==> config.mk <==
export PLATFORM = sky130hd
export DESIGN_NAME = tick_gen
export DESIGN_NICKNAME = d
export VERILOG_FILES = /design/src/rtl/tick_gen.sv
export SDC_FILE = /design/constraint.sdc
export NUM_CORES = 1
export LEC_CHECK = 0
export BUFFER_PORTS_ARGS = -buffer_cell sky130_fd_sc_hd__buf_2
export CELL_PAD_IN_SITES_DETAIL_PLACEMENT = 0
export CELL_PAD_IN_SITES_GLOBAL_PLACEMENT = 2
export CORE_MARGIN = 2
export CORE_UTILIZATION = 40
export DETAILED_ROUTE_END_ITERATION = 8
export PLACE_DENSITY_LB_ADDON = 0.1
export SYNTH_ARGS = -nofsm -noshare
export SYNTH_HDL_FRONTEND = slang
export SYNTH_SLANG_ARGS = --single-unit
==> constraint.sdc <==
create_clock -name clock -period 4.9 [get_ports clock]
set_clock_uncertainty 0.15 [all_clocks]
set_input_delay 0.735 -clock clock [delete_from_list [all_inputs] [get_ports clock]]
set_output_delay 0.735 -clock clock [all_outputs]
set_load 0.02 [all_outputs]
==> src/rtl/tick_gen.sv <==
// tick_gen: runtime-programmable multi-channel tick and clock-enable generator.
// Channel 0 feeds the RTC tick, channel 1 the UART bit tick; the rest are free.
// Each enabled channel emits a one-cycle tick every div+1 cycles and a square
// wave (tclk) that toggles on every tick.
// Optional feature: define TICK_GEN_FRAC_EN to add a per-channel fractional
// accumulator that stretches selected periods by one cycle, giving an average
// period of div + 1 + frac/2^FRAC_WIDTH. Without it cfg_frac is ignored and the
// frac field of rd_data reads 0.
module tick_gen #(
    parameter int unsigned          CHANNELS   = 4,
    parameter int unsigned          DIV_WIDTH  = 24,
    parameter int unsigned          FRAC_WIDTH = 8,
    parameter logic [DIV_WIDTH-1:0] DEF_DIV0   = DIV_WIDTH'(380),
    parameter logic [DIV_WIDTH-1:0] DEF_DIV1   = DIV_WIDTH'(216),
    parameter logic [CHANNELS-1:0]  DEF_EN     = CHANNELS'(4'b0011),
    localparam int unsigned         SEL_W      = (CHANNELS > 1) ? $clog2(CHANNELS) : 1,
    localparam int unsigned         RD_W       = 1 + DIV_WIDTH + FRAC_WIDTH
) (
    input  logic                  clock,
    input  logic                  reset,
    input  logic                  cfg_we,
    input  logic [SEL_W-1:0]      cfg_sel,
    input  logic                  cfg_en,
    input  logic [DIV_WIDTH-1:0]  cfg_div,
    input  logic [FRAC_WIDTH-1:0] cfg_frac,
    input  logic                  sync,
    output logic [RD_W-1:0]       rd_data,
    output logic [CHANNELS-1:0]   tick,
    output logic [CHANNELS-1:0]   tclk
);

    // Every select code that maps onto an existing channel.
    localparam int unsigned         SEL_SPAN  = 1 << SEL_W;
    localparam logic [SEL_SPAN-1:0] SEL_VALID = SEL_SPAN'((64'd1 << CHANNELS) - 64'd1);

    // Per-channel configuration and counting state.
    logic [CHANNELS-1:0]  en_q, en_d;
    logic [DIV_WIDTH-1:0] div_q [CHANNELS];
    logic [DIV_WIDTH-1:0] div_d [CHANNELS];
    logic [DIV_WIDTH-1:0] cnt_q [CHANNELS];
    logic [DIV_WIDTH-1:0] cnt_d [CHANNELS];
    logic [CHANNELS-1:0]  tick_q, tick_d;
    logic [CHANNELS-1:0]  tclk_q, tclk_d;
    logic [RD_W-1:0]      rd_data_q, rd_data_d;

    logic                 sel_ok_c;
    logic [CHANNELS-1:0]  wr_hit_c;

`ifdef TICK_GEN_FRAC_EN
    // Fractional increment, phase accumulator and pending one-cycle stretch.
    logic [FRAC_WIDTH-1:0] frac_q [CHANNELS];
    logic [FRAC_WIDTH-1:0] frac_d [CHANNELS];
    logic [FRAC_WIDTH-1:0] acc_q  [CHANNELS];
    logic [FRAC_WIDTH-1:0] acc_d  [CHANNELS];
    logic [CHANNELS-1:0]   ext_q, ext_d;
    logic [FRAC_WIDTH:0]   acc_sum_c [CHANNELS];
`else
    logic                  unused_frac;
    assign unused_frac = ^cfg_frac;
`endif

    assign sel_ok_c = SEL_VALID[cfg_sel];

    // Decode which channel (if any) the current write targets.
    always_comb begin
        wr_hit_c = '0;
        for (int i = 0; i < CHANNELS; i++) begin
            wr_hit_c[i] = cfg_we && sel_ok_c && (cfg_sel == SEL_W'(i));
        end
    end

`ifdef TICK_GEN_FRAC_EN
    // Accumulator sum with carry out; carry stretches the following period.
    always_comb begin
        for (int i = 0; i < CHANNELS; i++) begin
            acc_sum_c[i] = {1'b0, acc_q[i]} + {1'b0, frac_q[i]};
        end
    end
`endif

    // Next-state: write beats disable beats sync beats normal counting.
    always_comb begin
        en_d      = en_q;
        tick_d    = '0;
        tclk_d    = tclk_q;
        rd_data_d = '0;
        for (int i = 0; i < CHANNELS; i++) begin
            div_d[i] = div_q[i];
            cnt_d[i] = cnt_q[i];
        end
`ifdef TICK_GEN_FRAC_EN
        ext_d = ext_q;
        for (int i = 0; i < CHANNELS; i++) begin
            frac_d[i] = frac_q[i];
            acc_d[i]  = acc_q[i];
        end
`endif

        for (int i = 0; i < CHANNELS; i++) begin
            if (wr_hit_c[i]) begin
                en_d[i]  = cfg_en;
                div_d[i] = cfg_div;
                cnt_d[i] = '0;
`ifdef TICK_GEN_FRAC_EN
                frac_d[i] = cfg_frac;
                acc_d[i]  = '0;
                ext_d[i]  = 1'b0;
`endif
            end else if (!en_q[i]) begin
                cnt_d[i] = '0;
`ifdef TICK_GEN_FRAC_EN
                ext_d[i] = 1'b0;
`endif
            end else if (sync) begin
                cnt_d[i] = '0;
`ifdef TICK_GEN_FRAC_EN
                acc_d[i] = '0;
                ext_d[i] = 1'b0;
`endif
            end else if (cnt_q[i] == div_q[i]) begin
`ifdef TICK_GEN_FRAC_EN
                if (ext_q[i]) begin
                    // Hold at terminal count for one extra cycle.
                    ext_d[i] = 1'b0;
                end else begin
                    tick_d[i] = 1'b1;
                    tclk_d[i] = ~tclk_q[i];
                    cnt_d[i]  = '0;
                    acc_d[i]  = acc_sum_c[i][FRAC_WIDTH-1:0];
                    ext_d[i]  = acc_sum_c[i][FRAC_WIDTH];
                end
`else
                tick_d[i] = 1'b1;
                tclk_d[i] = ~tclk_q[i];
                cnt_d[i]  = '0;
`endif
            end else begin
                cnt_d[i] = cnt_q[i] + DIV_WIDTH'(1);
            end
        end

        // Readback uses next-state so a write is visible on the following cycle.
        for (int i = 0; i < CHANNELS; i++) begin
            if (sel_ok_c && (cfg_sel == SEL_W'(i))) begin
`ifdef TICK_GEN_FRAC_EN
                rd_data_d = {en_d[i], div_d[i], frac_d[i]};
`else
                rd_data_d = {en_d[i], div_d[i], FRAC_WIDTH'(0)};
`endif
            end
        end
    end

    // State registers with synchronous reset to the power-on configuration.
    always_ff @(posedge clock) begin
        if (reset) begin
            en_q      <= DEF_EN;
            tick_q    <= '0;
            tclk_q    <= '0;
            rd_data_q <= '0;
            for (int i = 0; i < CHANNELS; i++) begin
                if (i == 0) begin
                    div_q[i] <= DEF_DIV0;
                end else if (i == 1) begin
                    div_q[i] <= DEF_DIV1;
                end else begin
                    div_q[i] <= '0;
                end
                cnt_q[i] <= '0;
            end
`ifdef TICK_GEN_FRAC_EN
            ext_q <= '0;
            for (int i = 0; i < CHANNELS; i++) begin
                frac_q[i] <= '0;
                acc_q[i]  <= '0;
            end
`endif
        end else begin
            en_q      <= en_d;
            tick_q    <= tick_d;
            tclk_q    <= tclk_d;
            rd_data_q <= rd_data_d;
            for (int i = 0; i < CHANNELS; i++) begin
                div_q[i] <= div_d[i];
                cnt_q[i] <= cnt_d[i];
            end
`ifdef TICK_GEN_FRAC_EN
            ext_q <= ext_d;
            for (int i = 0; i < CHANNELS; i++) begin
                frac_q[i] <= frac_d[i];
                acc_q[i]  <= acc_d[i];
            end
`endif
        end
    end

    assign rd_data = rd_data_q;
    assign tick    = tick_q;
    assign tclk    = tclk_q;

endmodule

* Word level (Yosys, flattened, before mapping)
Memory sizes are Yosys's and may differ from the RTL's.
Cells that the tools add are included.
** Cells by class
- Add/subtract/negate cells :: 4
- $lt $le $gt $ge :: 1
- Eq/ne operators :: 7
- Muxes and demuxes :: 45
- Bitwise logic cells :: 21
- Reduce and logical (&&, ||, !) cells :: 19
** Operator list (count)
- two-way mux 24 bit :: 28
- two-way mux 33 bit :: 4
- adder 24 x 1 -> 24 bit, second input constant :: 4
- == test 24 bit :: 4
- OR reduction 4 bit :: 5
- AND reduction 4 bit :: 4
- inverter 1 bit :: 13
- two-way mux 1 bit :: 12
- logical AND 1 bit :: 9
- bitwise OR 1 bit :: 8
- == test 2 bit, second input constant :: 2
- less-than comparator 2 x 3 -> 1 bit, second input constant :: 1
- binary-select mux 1 bit (select 2 bit) :: 1
- == test 2 x 1 -> 1 bit, second input constant :: 1
- logical NOT 2 bit :: 1
** Storage, ports and cells
- Bits in registers :: 45
- Memory bits (writable) :: 192
- Bits of input ports :: 39
- Output and inout port bits :: 41
- Logic and storage cells :: 110
- Memories kept :: 2
** Memories
- cnt_q :: depth 4, bits a word 24, rd ports 4, clocked after memory_dff 0, wr ports 4, line 40 : logic [DIV_WIDTH-1:0] cnt_q [CHANNELS];
- div_q :: depth 4, bits a word 24, rd ports 4, clocked after memory_dff 0, wr ports 4, line 38 : logic [DIV_WIDTH-1:0] div_q [CHANNELS];

* Logic depth before layout (Yosys ltp)
Gate-level depths: netlist of the first run.
- Word-level depth :: 9
- Depth in mapped cells :: 8
- Mapped depth without buffers :: 6

* Least setup slack after synthesis of the first run
No wires, ideal clock.
- Path type :: input -> register
- Start :: input port cfg_sel[0]
- End :: register rd_data_q[19] (netlist: rd_data[19])
- Arrival time :: 2.050 ns
- Data required time :: 4.622 ns
- Path slack :: 2.573 ns
- Stages on the path :: 6
- Cells stage by stage :: buf_2 > buf_4 > buf_2 > mux4_2 > mux2i_1 > nor2_1
** Between the ends
- Longest elaborated chain between the ends :: 9
- Elaborated cells between the ends (all ways) :: 23
** Ends and longest elaborated chain
- from (decl) :: line 22 : input logic [SEL_W-1:0] cfg_sel,
- binary-select mux 1 bit (select 2 bit) :: line 62 : assign sel_ok_c = SEL_VALID[cfg_sel];
- two-way mux 1 bit (not written as such) :: line 62
- logical AND 1 bit (2 in series) :: line 68 : wr_hit_c[i] = cfg_we && sel_ok_c && (cfg_sel == SEL_W'(i));
- two-way mux 24 bit :: line 100 : if (wr_hit_c[i]) begin
- two-way mux 33 bit (3 in series) :: line 144 : if (sel_ok_c && (cfg_sel == SEL_W'(i))) begin
- two-way mux 33 bit (*) :: line 144
- to (signal assigned) :: line 182 : rd_data_q <= rd_data_d;
- to (decl) :: line 44 : logic [RD_W-1:0] rd_data_q, rd_data_d;
Every way passes the cells marked *; elsewhere a longest branch is shown, timed or not. The select of a mux whose other input is x is not followed.
A chain may end at the register's enable or synchronous reset.

* Worst setup path after layout of the first run
- Start :: input port cfg_we
- End :: register en_q[3]
** Between the ends
- Longest elaborated chain between the ends :: 3
** Ends and longest elaborated chain
- from (decl) :: line 21 : input logic cfg_we,
- logical AND 1 bit (2 in series) :: line 68
- two-way mux 1 bit :: line 100
- to (signal assigned) :: line 179 : en_q <= en_d;
- to (decl) :: line 37 : logic [CHANNELS-1:0] en_q, en_d;
No other way between the ends.

==> impl_metrics.json, run 1 <==
{
  "finish.instance_area_sq_um": 12000,
  "cp.required_ns": 5.21,
  "num_rows": 59,
  "rsz0062_at_grt": "false",
  "hold_buffers": 0,
  "drc": 0,
  "clock.fmax_mhz": 383,
  "ys_ff_latch": 229,
  "clk_latency_ns": 0.53,
  "pwr-share-seq": 0.457,
  "cts_sinks": 229,
  "wl_met2_mm": 13.9,
  "die_x_um": 167,
  "dpl.hpwl_mm": 23.0,
  "gp_congestion": 0.864,
  "final_core_util": 0.461,
  "yosysWarnings": 0,
  "ctsHtreeMaxLevel": 1,
  "via_per_inst": 5.17,
  "fp.dieArea_sq_um": 27700,
  "end_kind": "register",
  "finalCriticalPeriod_ns": 2.61,
  "pin_count": 80,
  "final_common_cell": "dfxtp_1",
  "die_h_um": 167,
  "antenna_found_initial": 0,
  "hold_class": "register to register",
  "clkSlewWorstSetupHoldPaths_ns": 0.06,
  "async_reset_ff_frac": 0,
  "drt-met1-wl_mm": 15.2,
  "peakVddDrop_mv": 0.241,
  "start_util": 0.407,
  "postCtsSetupRepairBufs": 0,
  "power_density_nw_per_um2": 357,
  "num_vias": 8297,
  "p_sw_frac": 0.238,
  "dr.pass1.iters": 6,
  "hold_ws_ns": 0.331,
  "yosysUniqueCellTypes": 44,
  "worstPathArrival_ns": 2.93,
  "fin_tns_setup_ns": 0,
  "core_area_sq_um": 26000,
  "drtIter0Drc": 599,
  "finalCritPeriodShare": 0.533,
  "start_kind": "input pin",
  "grt_max_degree": 55,
  "final-setup-viol-count": 0,
  "drive_above_1_share": 0.122,
  "cts_inserted_buffers": 27,
  "crit_fanout": 25,
  "synth_edf_count": 0,
  "root_buffer": "clkbuf_16",
  "drt-wirelength-per-cell_um": 19.6,
  "grt_pass1_vias": 7853,
  "top_layer": "met4",
  "area_delta_synth_final_pct": 13.4,
  "routed_wl_mm": 31.5,
  "drv_slew": 0,
  "port_buffers": 63,
  "reg2reg_slack_ns": 2.32,
  "grt_first_pass_wirelength_mm": 48.8,
  "p_sw_mw": 1.02,
  "wl_met3_mm": 1.54,
  "pwr-share-clk": 0.475,
  "syn_area_sq_um": 10600,
  "outcome": "finished clean",
  "ys_seq_area_frac": 0.434,
  "clock_path_buffers": 3,
  "share_comb_of_total_power": 0.067,
  "cts_tree": "built",
  "maxCapViolations": 0,
  "intPower_mw": 3.26,
  "crit_type": "input pin to register",
  "p_leak_nw": 4.47,
  "netlist_instances": 1211,
  "diodes": 0,
  "fin_nets": 1294,
  "placed_cell_area_sq_um": 11100,
  "cts.repair.resized": 0,
  "overflow": 0,
  "tightest_slew_ns": 1.15,
  "avgSynthCellArea_sq_um": 8.73,
  "grt_use_total": 0.225,
  "most-common-layout-cells": "dfxtp_1, nand2_1, nor2_1",
  "ant_nets": 0,
  "maxSlewHeadroom": 0.231,
  "yosys_most_used_dff": "dfxtp_1",
  "hold_viol_final": 0
}
==> metrics by stage <==
stage	power (mW)	std cells	setup slack [ns]
finish	4.28	1604	2.29
global route	4.44	1604	1.96
detailed placement	2.29	1557	1.67
global placement	2.29	1557	1.68
CTS	4.33	1604	2.24
floorplan	2.18	1218	2.57
==> cell families after synthesis <==
group,after synthesis,share of synthesized area
other,1,0.000355
AND/OR/NAND/NOR,551,0.241
flip-flops,229,0.434
XOR/XNOR,184,0.152
buffers and inverters,92,0.0401
multiplexers,51,0.0780
AO/OA/AOI/OAI,99,0.0490
adder cells (fa/ha/maj),4,0.00474
==> worst max-delay path: stages <==
cell and delay (ns):
buf_2 0.52, buf_4 0.37, and3_1 0.97, nand2_1 0.12, a21oi_1 0.17
==> power groups by stage <==
| stage | logic, mW | registers [mW] | clock network, mW |
|---|---|---|---|
| floorplan | 0.190 | 1.99 | 0 |
| global route | 0.317 | 1.96 | 2.16 |
| detailed placement | 0.290 | 2.00 | 0 |
| global placement | 0.288 | 2.00 | 0 |
| finish | 0.288 | 1.96 | 2.03 |
| CTS | 0.291 | 1.96 | 2.08 |
==> cell usage after synthesis, drive strengths merged (2+ instances only) <==
library cell,instances,area share
a21o,3,0.0021
a21oi,90,0.043
and2,3,0.0018
and3,12,0.0071
and4,16,0.013
buf,37,0.021
clkbuf,35,0.012
dfxtp,229,0.43
ha,4,0.0047
inv,20,0.0071
mux2i,25,0.024
mux4,25,0.053
nand2,228,0.081
nand3,37,0.018
nand3b,14,0.0099
nand4,31,0.019
nor2,147,0.052
nor3,21,0.0099
nor3b,3,0.0026
nor4,30,0.020
o21ai,2,0.00095
or3,3,0.0018
xnor2,99,0.082
xor2,85,0.070
==> sequential cells by signal, indices dropped and copies added, names as in the netlist <==
signal,cells
rd_data,25
tclk,4
div_q,96
en_q,4
tick,4
cnt_q,96
==> area by class of cell <==
class	count	area, sq um
Inverter	20	75.1
Fill cell	2543	14000
Timing Repair Buffer	76	415
Clock buffer	41	818
Clock inverter	6	85.1
Tap cell	335	419
Sequential cell	229	4580
Multi-Input combinational cell	897	5590
==> final timing paths <==
path                                      to        start  depth (start not counted)
worst max-delay path                 en_q[3]       cfg_we                          5
worst min-delay path             cnt_q[0][0]  cnt_q[0][0]                          1
worst max register to register  cnt_q[1][20]  div_q[1][3]                          5
worst min register to register   cnt_q[0][0]  cnt_q[0][0]                          1
==> per-layer routing <==
layer,up-vias,track usage
met5,-,0
met1,3936,0.330
met4,0,0.0641
met3,53,0.0333
met2,171,0.346
li1,4137,-
Power figures use the tool's default switching activity.
==> inputs of run 2 (changes only) <==
--- a/config.mk
+++ b/config.mk
@@ -9,7 +9,7 @@
 export CELL_PAD_IN_SITES_DETAIL_PLACEMENT = 0
 export CELL_PAD_IN_SITES_GLOBAL_PLACEMENT = 2
 export CORE_MARGIN = 2
-export CORE_UTILIZATION = 40
+export CORE_UTILIZATION = 34
 export DETAILED_ROUTE_END_ITERATION = 8
 export PLACE_DENSITY_LB_ADDON = 0.1
 export SYNTH_ARGS = -nofsm -noshare
==> constraint.sdc (replaced) <==
create_clock -name clock -period 2.4 [get_ports clock]
set_clock_uncertainty 0.15 [all_clocks]
set_input_delay 0.36 -clock clock [delete_from_list [all_inputs] [get_ports clock]]
set_output_delay 0.36 -clock clock [all_outputs]
set_load 0.02 [all_outputs]
==> impl_metrics.json, run 2 (synthesized netlist as in run 1, its figures left out) <==
{
  "final_common_cell": "dfxtp_1",
  "final_cells": 1717,
  "fin_tns_setup_ns": 0,
  "final_core_util": 0.410,
  "power.total_mw": 8.79,
  "peakVddDrop_mv": 0.476,
  "grt.met3_usage": 0.0285,
  "ant_nets": 0,
  "slowest_delay_ns": 0.58,
  "grt_max_degree": 54,
  "num_rows": 64,
  "crit_type": "register to register",
  "ctsHtreeMaxLevel": 1,
  "postCtsSetupRepairBufs": 0,
  "hold_viol_final": 0,
  "via_per_inst": 4.95,
  "clk_latency_ns": 0.54,
  "grt_use_met2": 0.331,
  "port_buffers": 63,
  "finalCritPeriodShare": 0.828,
  "hold_buffers": 26,
  "power_density_nw_per_um2": 702,
  "dr.pass1.iters": 4,
  "grt_use_total": 0.207,
  "maxSlewHeadroom": 0.482,
  "most-common-layout-cells": "dfxtp_1, nand2_1, nor2_1",
  "dpl.hpwl_mm": 24.8,
  "drv_slew": 0,
  "root_buffer": "clkbuf_16",
  "grt_pass1_vias": 8315,
  "fin_nets": 1343,
  "min_from": "cfg_we",
  "end_kind": "register",
  "clock_path_buffers": 3,
  "start_kind": "register",
  "clock.fmax_mhz": 503,
  "pin_count": 80,
  "fp.dieArea_sq_um": 32500,
  "r2r_start": "cnt_q[1][8]",
  "fillers": 3163,
  "reg2reg_slack_ns": 0.41,
  "r2r_cells": 5,
  "cp.required_ns": 2.68,
  "drive_above_1_share": 0.137,
  "antenna_found_initial": 0,
  "cts.repair.resized": 0,
  "hold_end": "rd_data[14]",
  "clkSlewWorstSetupHoldPaths_ns": 0.06,
  "area_delta_synth_final_pct": 18.6,
  "critPathSlowestCell": "or3_1",
  "dp.cells": 1640,
  "grt_use_met1": 0.298,
  "gp_congestion": 0.801,
  "p_leak_nw": 4.72,
  "num_vias": 8499,
  "final-setup-viol-count": 0,
  "pre_cts_slack_ns": 0.340,
  "worstPathArrival_ns": 2.27,
  "finalCriticalPeriod_ns": 1.99,
  "crit_fanout": 8,
  "cts_tree": "built",
  "die_h_um": 180,
  "maxCapViolations": 0,
  "cp_cell_sequence": "nand4_2 > or3_1 > nor4_4 > xnor2_1 > nor2_2",
  "tightest_slew_ns": 0.776,
  "hold_path_depth": 3,
  "grt_busiest_layer": "met2",
  "cts_inserted_buffers": 28,
  "routed_wl_mm": 33.7,
  "drc": 0,
  "grt_first_pass_wirelength_mm": 52.4,
  "cts_sinks": 229,
  "reg2reg_to": "cnt_q[1][23]",
  "outcome": "finished clean",
  "die_x_um": 180,
  "rsz0062_at_grt": "false",
  "fin_ws_ns": 0.412,
  "core_area_sq_um": 30600,
  "overflow": 0,
  "drt-wirelength-per-cell_um": 19.6,
  "hold_class": "input pin to register",
  "drtIter0Drc": 559,
  "diodes": 0,
  "start_util": 0.345
}
==> run 2: how the worst max path moves through the flow <==
stage | start | end | slack [ns] | cells after the start
after detailed placement | cfg_sel[0] | rd_data[28] | 0.34 | 5
after floorplan | cfg_sel[0] | rd_data[19] | 0.45 | 6
after CTS | cnt_q[1][8] | cnt_q[1][23] | 0.38 | 5
final | cnt_q[1][8] | cnt_q[1][23] | 0.41 | 5
after global routing | div_q[2][19] | cnt_q[2][6] | 0.23 | 6
after global placement | cfg_we | tclk[0] | 0.34 | 6
==> run 2: worst max-delay path: cells and delay by family (launching register included) <==
family / cells / cell delay [ns]
xor+xnor: 1 / 0.16
flops: 1 / 0.47
simple gates: 4 / 1.10
==> run 2: cell type report <==
| cell class | count | area [sq um] | share of cell area |
|---|---|---|---|
| clock buffer | 44 | 882 | 0.0704 |
| clock inverter | 7 | 35.0 | 0.00280 |
| inverter | 20 | 75.1 | 0.00599 |
| multi-input combinational | 897 | 5590 | 0.446 |
| sequential | 229 | 4580 | 0.366 |
| tap | 396 | 495 | 0.0395 |
| timing repair buffer | 124 | 866 | 0.0691 |
==> run 2: where the power goes <==
group          switching [mW]  total (mW)  leakage (nW)  internal [mW]
registers               0.109        4.00          1.86           3.89
clock network            1.64        4.14         0.463           2.50
logic                   0.386       0.652          2.40          0.265
==> run 2: metal layers <==
layer | up-vias | part of all wire
met5 | - | 0
met4 | 0 | 0.019
met3 | 39 | 0.042
met2 | 159 | 0.45
met1 | 4068 | 0.49
li1 | 4233 | -
==> run 2: through the flow <==
step	instance area (sq um)	hold slack (ns)
detailed placement	11400	0.315
floorplan	10600	0.286
global placement	11400	0.314
CTS	12500	0.0774
global route	12500	0.0968
finish	12500	0.101
